**config.mk**
```make
export PLATFORM = sky130hd
export DESIGN_NAME = cache_mem_arbiter
export DESIGN_NICKNAME = d
export VERILOG_FILES = /design/src/rtl/cache_mem_arbiter.sv
export SDC_FILE = /design/constraint.sdc
export NUM_CORES = 1
export LEC_CHECK = 0
export ABC_AREA = 1
export BUFFER_PORTS_ARGS = -buffer_cell sky130_fd_sc_hd__clkbuf_2
export CORE_MARGIN = 2
export CORE_UTILIZATION = 49
export DETAILED_ROUTE_END_ITERATION = 7
export HOLD_SLACK_MARGIN = 0.06
export PLACE_DENSITY_LB_ADDON = 0.25
export SKIP_CTS_REPAIR_TIMING = 1
export SLEW_MARGIN = 20
export SYNTH_ARGS = -nofsm -noshare
export SYNTH_HDL_FRONTEND = slang
export SYNTH_SLANG_ARGS = --single-unit
```
**constraint.sdc**
```tcl
create_clock -name clk -period 5.27 [get_ports clk]
set_clock_uncertainty 0.15 [all_clocks]
set_input_delay 0 -clock clk [delete_from_list [all_inputs] [get_ports clk]]
set_output_delay 0 -clock clk [all_outputs]
set_load 0.02 [all_outputs]
```
**src/rtl/cache_mem_arbiter.sv**
```systemverilog
// Shares one multi-cycle main memory between the I-cache and D-cache miss handlers: 8-word block fills
// and single-word write-through stores. Define ARB_ROUND_ROBIN_EN to alternate grants between pending misses.
module cache_mem_arbiter #(
  parameter int unsigned ADDR_W        = 16,
  parameter int unsigned DATA_W        = 16,
  parameter int unsigned WORDS_PER_BLK = 8,
  parameter int unsigned MEM_LAT       = 4
) (
  input  logic              clk,
  input  logic              rst_n,
  input  logic              i_miss,
  input  logic [ADDR_W-1:0] i_miss_addr,
  input  logic              d_miss,
  input  logic [ADDR_W-1:0] d_miss_addr,
  input  logic              d_wr_req,
  input  logic [ADDR_W-1:0] d_wr_addr,
  input  logic [DATA_W-1:0] d_wr_data,
  output logic              mem_en,
  output logic              mem_wr,
  output logic [ADDR_W-1:0] mem_addr,
  output logic [DATA_W-1:0] mem_wdata,
  input  logic [DATA_W-1:0] mem_rdata,
  input  logic              mem_rvalid,
  output logic [DATA_W-1:0] fill_data,
  output logic [2:0]        fill_idx,
  output logic              i_fill_we,
  output logic              d_fill_we,
  output logic              i_fill_done,
  output logic              d_fill_done,
  output logic              d_wr_done,
  output logic              busy
);

  localparam int unsigned CNT_W     = 4;
  localparam int unsigned BLK_BYTES = 2 * WORDS_PER_BLK;
  localparam logic [ADDR_W-1:0] BASE_MASK = ~ADDR_W'(BLK_BYTES - 1);

  typedef enum logic [1:0] {IDLE, WRITE, FILL_I, FILL_D} state_t;

  state_t            state;
  logic [CNT_W-1:0]  issueCnt;
  logic [CNT_W-1:0]  retCnt;
  logic [ADDR_W-1:0] base;
  logic              filling;
  logic              lastRet;
  logic              grantD;

  assign filling = (state == FILL_I) || (state == FILL_D);
  assign lastRet = filling && mem_rvalid && (retCnt == CNT_W'(WORDS_PER_BLK - 1));

`ifdef ARB_ROUND_ROBIN_EN
  logic lastD;
  // With both misses pending, the side not served last wins.
  assign grantD = d_miss && !(i_miss && lastD);
`else
  assign grantD = d_miss;
`endif

  // Fill strobes follow mem_rvalid in the same cycle so the caches write the word as it arrives.
  assign i_fill_we   = mem_rvalid && (state == FILL_I);
  assign d_fill_we   = mem_rvalid && (state == FILL_D);
  assign i_fill_done = lastRet && (state == FILL_I);
  assign d_fill_done = lastRet && (state == FILL_D);
  assign fill_data   = (i_fill_we || d_fill_we) ? mem_rdata : '0;
  assign fill_idx    = retCnt[2:0];
  assign busy        = (state != IDLE);

  // Arbitration state, counters and registered memory strobes.
  always_ff @(posedge clk) begin
    if (!rst_n) begin
      state     <= IDLE;
      issueCnt  <= '0;
      retCnt    <= '0;
      base      <= '0;
      mem_en    <= 1'b0;
      mem_wr    <= 1'b0;
      mem_addr  <= '0;
      mem_wdata <= '0;
      d_wr_done <= 1'b0;
`ifdef ARB_ROUND_ROBIN_EN
      lastD     <= 1'b0;
`endif
    end else begin
      mem_en    <= 1'b0;
      mem_wr    <= 1'b0;
      d_wr_done <= 1'b0;
      unique case (state)
        IDLE: begin
          issueCnt <= '0;
          retCnt   <= '0;
          if (d_wr_req) begin
            state     <= WRITE;
            mem_en    <= 1'b1;
            mem_wr    <= 1'b1;
            mem_addr  <= d_wr_addr;
            mem_wdata <= d_wr_data;
            d_wr_done <= 1'b1;
          end else if (grantD) begin
            state <= FILL_D;
            base  <= d_miss_addr & BASE_MASK;
`ifdef ARB_ROUND_ROBIN_EN
            lastD <= 1'b1;
`endif
          end else if (i_miss) begin
            state <= FILL_I;
            base  <= i_miss_addr & BASE_MASK;
`ifdef ARB_ROUND_ROBIN_EN
            lastD <= 1'b0;
`endif
          end
        end
        WRITE: state <= IDLE;
        FILL_I, FILL_D: begin
          if (issueCnt < CNT_W'(WORDS_PER_BLK)) begin
            mem_en   <= 1'b1;
            mem_addr <= base + (ADDR_W'(issueCnt) << 1);
            issueCnt <= issueCnt + CNT_W'(1);
          end
          if (mem_rvalid) retCnt <= retCnt + CNT_W'(1);
          if (lastRet) state <= IDLE;
          // A memory honouring MEM_LAT never has more reads outstanding than this.
          assert (int'(issueCnt) - int'(retCnt) <= int'(MEM_LAT) + 1);
        end
        default: state <= IDLE;
      endcase
    end
  end

endmodule

```
==> results.txt, run 1 <==
status: complete, no violations
number of pins with negative max-slew slack in the final report: 0
Worst setup EP type: flip-flop
length of the first detailed-routing pass in iterations: 4
part of the Yosys area used for sequential elements: 40.7%
syn_area_per_cell: 7.02 um^2
total clock buffers created by CTS: 5
clock transition at the register clock pins on the worst setup and hold paths after CTS: 0.09 ns
Final min period: 3.11 ns
Min-Delay Path Class: in2out
growth of design area from synthesis to finish: 48.9%
horizontal die dimension: 79.0 um
count of routing violations after the opening detailed-route iteration: 159
Skew-Pair Late Insertion Delay: 0.31 ns
vias post-DR: 3165
post-route ant nets: 0
Post-DP Area: 0.00341 mm^2
count of yosys warnings during synthesis: 0
unrepaired setup endpoints after global routing: false
gp weighted congestion: 0.865
Setup-failing EPs final: 0
count of input and output buffers: 136
top area cells in the synthesized netlist: sky130_fd_sc_hd__dfxtp_1 41%, sky130_fd_sc_hd__nor2_1 11%, sky130_fd_sc_hd__o21ai_0 7.8%
leakage: 2.06 nW
Detailed Place HPWL: 5.10 mm
number of global-route vias before repair: 2565
Synth Cell Area: 0.00276 mm^2
I/O pin count: 145
Residual DRC: 0
root buffer selected by CTS: sky130_fd_sc_hd__clkbuf_8
critical setup path kind: reg2reg
global router's overall resource usage: 21.4%
total power divided by cell area: 262 mW/mm^2
Cells after Synth: 393
initial antenna violation count: 0
endpoints failing hold: 0
critical path launch point type: flip-flop
num rows: 27
global-route wire length before repair: 10.9 mm
final standard cell area without fillers: 0.00411 mm^2
Synth Register Bits: 56
die outline area: 0.00624 mm^2
Worst VDD drop: 181 uV
total of fill cells in the finished design: 459
Total Routed Length: 7.75 mm
max-capacitance violation count: 0
count of cell types in the netlist: 32
syn_nets: 483
maximum number of buffers from clock root to sink: 2
cell type with the highest aggregate area in the netlist: sky130_fd_sc_hd__dfxtp_1
maximum fanout count along the critical path: 23
area share of the largest cell type after synthesis: 40.7%
H-Tree Level Count: 2
number of clock sinks: 56
Req. time, crit path: 5.28 ns
die height: 79.0 um
Net count, final: 662
largest net degree at the start of global routing: 34
average detailed-routed wire length per instance: 12.0 um
share of layout cells above drive strength 1: 27.2%
sum of negative setup slack: 0 ns
global route total overflow: 0
instance count along the most critical hold path: 4
commonest non-fill, non-tap cells in the layout: 136 x sky130_fd_sc_hd__clkbuf_2, 78 x sky130_fd_sc_hd__nor2_1, 58 x sky130_fd_sc_hd__dlygate4sd3_1
diode count: 0
Placeable Area: 0.00547 mm^2
leading cell type in the layout, fill and taps excluded: sky130_fd_sc_hd__clkbuf_2
number of cells on the worst reg-to-reg path: 8
TritonCTS clock tree: built
effective utilization at floorplan: 50.4%
average vias per placed instance: 4.91
maximum operating frequency: 321 MHz
CP arrival: 3.12 ns
relative slew slack: 43.0%
Worst Tran Pin Value: 0.853 ns
share of the clock period used by the worst path: 59.1%
-- logic make-up after synthesis --
| kind of cell | share of synthesized area (%) |
|---|---|
| xor+xnor | 0.953 |
| flops | 40.7 |
| compound gates | 21.7 |
| simple gates | 22.7 |
| buf+inv | 10.9 |
| mux | 1.22 |
| fa+ha+maj | 1.81 |
-- worst max-delay path, stage by stage, from the launching register on --
cell                            delay (ns)
sky130_fd_sc_hd__dfxtp_1              0.89
sky130_fd_sc_hd__nand2_1              0.61
sky130_fd_sc_hd__inv_1                0.29
sky130_fd_sc_hd__nand3_1              0.17
sky130_fd_sc_hd__nand2_1              0.11
sky130_fd_sc_hd__o31ai_1              0.08
sky130_fd_sc_hd__dlygate4sd3_1        0.56
sky130_fd_sc_hd__nand2_1              0.06
sky130_fd_sc_hd__a21oi_1              0.05
-- synth_stat cells (all sizes together) --
master	n
a21oi	37
or2	1
xor2	2
buf	11
o21a	9
a221oi	1
o211ai	1
mux2	3
a21o	1
inv	50
a211oi	3
a31oi	6
nand2	51
ha	4
xnor2	1
nand4	2
o31ai	1
a32o	1
nand3	13
clkbuf	11
dfxtp	56
o21ai	47
nor2	81
-- area by class of cell --
class / instances / area, um^2 / area share, %
Multi-Input combinational cell: 265 / 1340 / 32.5
Clock buffer: 6 / 72.6 / 1.77
Tap cell: 72 / 90.1 / 2.19
Inverter: 50 / 188 / 4.57
Clock inverter: 2 / 38.8 / 0.945
Timing Repair Buffer: 194 / 1260 / 30.7
Sequential cell: 56 / 1120 / 27.3
-- where the power goes --
group          total, mW  leakage, nW  internal [mW]  switching, mW
logic              0.296         1.54          0.124          0.172
registers          0.498        0.462          0.466         0.0315
clock network      0.283       0.0558          0.144          0.139
total               1.08         2.06          0.734          0.343
-- stage by stage --
| step | utilization [%] | total power, mW | worst slack (ns) | hold WS [ns] | instances |
|---|---|---|---|---|---|
| final | 75.0 | 1.08 | 2.16 | 0.142 | 645 |
| after global placement | 62.4 | 0.755 | 2.81 | 0.0608 | 579 |
| after floorplan | - | 0.676 | 3.58 | -0.0306 | 393 |
| after global routing | 75.0 | 1.13 | 1.91 | 0.156 | 645 |
| after CTS | 64.4 | 1.04 | 2.53 | -0.245 | 587 |
| after detailed placement | 62.4 | 0.762 | 2.70 | 0.0807 | 579 |
-- routing by layer --
metal  vias to the layer above  track usage, %  share of wire [%]
met5                         -               0                  0
li1                       1619               -                  -
met2                       133            40.8                 52
met4                         0            5.69                1.6
met3                        16            4.43                7.1
met1                      1397            24.0                 39
-- state kept, by name, indices dropped and copies added (netlist names) --
signal and count:
mem_addr 16, mem_wdata 16, base 12, issueCnt 4
retCnt 4, state 2, d_wr_done 1, mem_en 1
-- final timing paths --
path	end	slack (ns)	from
worst min register to register	base[4]	0.31	base[4]
worst max-delay path	state[0]	2.16	state[1]
worst min-delay path	fill_data[14]	0.14	mem_rdata[14]
worst max register to register	state[0]	2.16	state[1]
Power figures use the tool's default switching activity.
==> run 2, diff against run 1 <==
Settings changed: ABC_AREA 1 to 0, CORE_UTILIZATION 49 to 45.
Clock period 5.27 ns to 3.2 ns, I/O delays scaled along.
==> results.txt, run 2 <==
status: complete, no violations
post-route total power: 1.67 mW
count of routing violations after the opening detailed-route iteration: 103
count of yosys warnings during synthesis: 0
cell type with the highest aggregate area in the netlist: sky130_fd_sc_hd__dfxtp_1
total power divided by cell area: 411 mW/mm^2
I/O pin count: 145
die height: 82.1 um
gp weighted congestion: 0.867
post-route ant nets: 0
share of power burned in combinational logic: 27.8%
max-capacitance violation count: 0
Synth top cells by count: 56 x sky130_fd_sc_hd__dfxtp_1, 46 x sky130_fd_sc_hd__nand2_1, 40 x sky130_fd_sc_hd__nor2_1
top area cells in the synthesized netlist: sky130_fd_sc_hd__dfxtp_1 41%, sky130_fd_sc_hd__mux2i_1 6.9%, sky130_fd_sc_hd__nand2_1 6.3%
CP arrival: 2.73 ns
Min-Delay Path Class: in2reg
switching share of power: 32.8%
leading register cell type out of synthesis: sky130_fd_sc_hd__dfxtp_1
Int Pwr: 1.12 mW
FF-to-FF End: mem_addr[12]
count of cell types in the netlist: 45
maximum fanout count along the critical path: 23
Req. time, crit path: 3.24 ns
syn_area_per_cell: 8.45 um^2
sum of negative setup slack: 0 ns
length of the first detailed-routing pass in iterations: 4
average vias per placed instance: 5.14
most frequently used cell type in the post-synthesis netlist: sky130_fd_sc_hd__dfxtp_1
horizontal die dimension: 82.1 um
Total Routed Length: 7.72 mm
final standard cell area without fillers: 0.00406 mm^2
effective utilization at floorplan: 46.4%
number of cells on the worst reg-to-reg path: 5
critical setup path kind: reg2reg
largest net degree at the start of global routing: 40
maximum number of buffers from clock root to sink: 2
critical path launch point type: flip-flop
hold slack: 0.0503 ns
Synth Register Bits: 56
Post-DP Area: 0.00340 mm^2
number of pins with negative max-slew slack in the final report: 0
switching power: 0.549 mW
Detailed Place HPWL: 5.16 mm
vias post-DR: 2963
crit path capture: mem_addr[12]
endpoints failing hold: 0
top flop regs: mem_addr (16), mem_wdata (16), base (12)
global router's overall resource usage: 20.3%
relative slew slack: 39.5%
non-filler instance count after layout: 577
Worst VDD drop: 262 uV
Critical path origin: state[1]
Setup-failing EPs final: 0
Synth Cell Area: 0.00275 mm^2
root buffer selected by CTS: sky130_fd_sc_hd__clkbuf_8
maximum operating frequency: 372 MHz
number of clock sinks: 56
count of input and output buffers: 136
Post-synth ARST share: 0%
num rows: 28
total buffers and inverters traversed by the critical path: 1
CP max stage cell: sky130_fd_sc_hd__or3b_1
Worst Tran Pin Value: 0.905 ns
global route total overflow: 0
number of global-route vias before repair: 2269
H-Tree Level Count: 2
initial antenna violation count: 0
Placeable Area: 0.00592 mm^2
total of fill cells in the finished design: 493
Final min period: 2.69 ns
count of flip-flops with a built-in enable after synthesis: 0
share of layout cells above drive strength 1: 31.7%
commonest non-fill, non-tap cells in the layout: 136 x sky130_fd_sc_hd__clkbuf_2, 57 x sky130_fd_sc_hd__dlygate4sd3_1, 56 x sky130_fd_sc_hd__dfxtp_1
die outline area: 0.00675 mm^2
cell count along the critical path: 5
register area: 0.00112 mm^2
leading cell type in the layout, fill and taps excluded: sky130_fd_sc_hd__clkbuf_2
Residual DRC: 0
cell-by-cell listing of the critical path: or3b_1, nand2_4, o221ai_1, dlygate4sd3_1, a31oi_1
part of the Yosys area used for sequential elements: 40.8%
max incr delay on CP: 0.71 ns
Cells after Synth: 325
share of total power in sequential cells: 48.4%
Skew-Pair Late Insertion Delay: 0.32 ns
r2r startpoint: state[1]
global-route wire length before repair: 10.6 mm
total clock buffers created by CTS: 5
clock transition at the register clock pins on the worst setup and hold paths after CTS: 0.11 ns
average detailed-routed wire length per instance: 13.4 um
syn_nets: 415
register-to-register setup slack: 0.51 ns
share of power burned in the clock network: 23.8%
Inst Count DP: 512
area share of the largest cell type after synthesis: 40.8%
leakage: 1.89 nW
cell family with the largest share of critical-path delay: simple AND/OR/NAND/NOR gates
unrepaired setup endpoints after global routing: false
diode count: 0
share of the clock period used by the worst path: 84.1%
growth of design area from synthesis to finish: 47.8%
TritonCTS clock tree: built
Net count, final: 591
multi-input gate area in the final layout: 0.00145 mm^2
Worst setup EP type: flip-flop
run 2: cell types whose count changed after synthesis, moves of 6 or more:
cell / before / now
sky130_fd_sc_hd__o21a_1: 9 / 0
sky130_fd_sc_hd__nor2_1: 78 / 40
sky130_fd_sc_hd__a211oi_2: 0 / 7
sky130_fd_sc_hd__mux2i_1: 0 / 19
sky130_fd_sc_hd__inv_1: 47 / 4
sky130_fd_sc_hd__nand3_1: 13 / 4
sky130_fd_sc_hd__and3_1: 0 / 16
sky130_fd_sc_hd__a21oi_1: 36 / 30
sky130_fd_sc_hd__o21ai_0: 43 / 5
sky130_fd_sc_hd__a211oi_1: 3 / 10
run 2: worst min-delay path by stage:
| stage | from | end | cells past startpoint |
|---|---|---|---|
| CTS | d_wr_data[11] | mem_wdata[11] | 3 |
| finish | d_wr_req | base[12] | 4 |
| floorplan | rst_n | mem_addr[15] | 1 |
| global route | d_wr_req | base[12] | 4 |
| global placement | d_wr_data[6] | mem_wdata[6] | 3 |
| detailed placement | d_wr_data[9] | mem_wdata[9] | 3 |
run 2: cell type report:
type,count,share of cell area [%]
Tap cell,75,2.31
Multi-Input combinational cell,236,35.8
Clock buffer,5,1.69
Inverter,5,0.462
Sequential cell,56,27.6
Timing Repair Buffer,197,31.5
Clock inverter,3,0.585
run 2: metal layers:
layer / part of all wire [%] / vias to the layer above / wire length (um) / GRT usage [%]
li1: - / 1494 / - / -
met1: 39 / 1357 / 2980 / 24.8
met2: 53 / 104 / 4120 / 35.6
met3: 6.6 / 8 / 508 / 4.24
met4: 1.4 / 0 / 106 / 6.67
met5: 0 / - / 0 / 0
run 2: kinds of logic (layout without fill, tap and decap cells):
family / count (synthesis) / after routing / synth area share (%)
AO/OA/AOI/OAI: 72 / 72 / 18.1
adder cells (fa/ha/maj): 4 / 4 / 1.82
flip-flops: 56 / 56 / 40.8
multiplexers: 20 / 20 / 7.33
AND/OR/NAND/NOR: 133 / 133 / 23.2
XOR/XNOR: 7 / 7 / 2.23
buffers and inverters: 33 / 210 / 6.47
run 2: stage by stage:
step	util [%]	worst slack [ns]
floorplan	-	1.56
global placement	57.4	1.08
detailed placement	57.4	1.05
CTS	59.0	1.03
global route	68.6	0.296
finish	68.6	0.510
run 2: tightest hold or removal path: stages:
cell	delay (ns)
sky130_fd_sc_hd__clkbuf_2	0.16
sky130_fd_sc_hd__nor3_4	0.14
sky130_fd_sc_hd__nor2_1	0.11
sky130_fd_sc_hd__a211oi_1	0.05
run 2: power groups by stage:
stage | logic (mW) | registers (mW) | clock network (mW)
3_5_place_dp | 0.400 | 0.823 | 0
6_report | 0.464 | 0.808 | 0.398
3_3_place_gp | 0.393 | 0.820 | 0
2_1_floorplan | 0.232 | 0.861 | 0
5_1_grt | 0.512 | 0.817 | 0.426
4_1_cts | 0.401 | 0.807 | 0.407
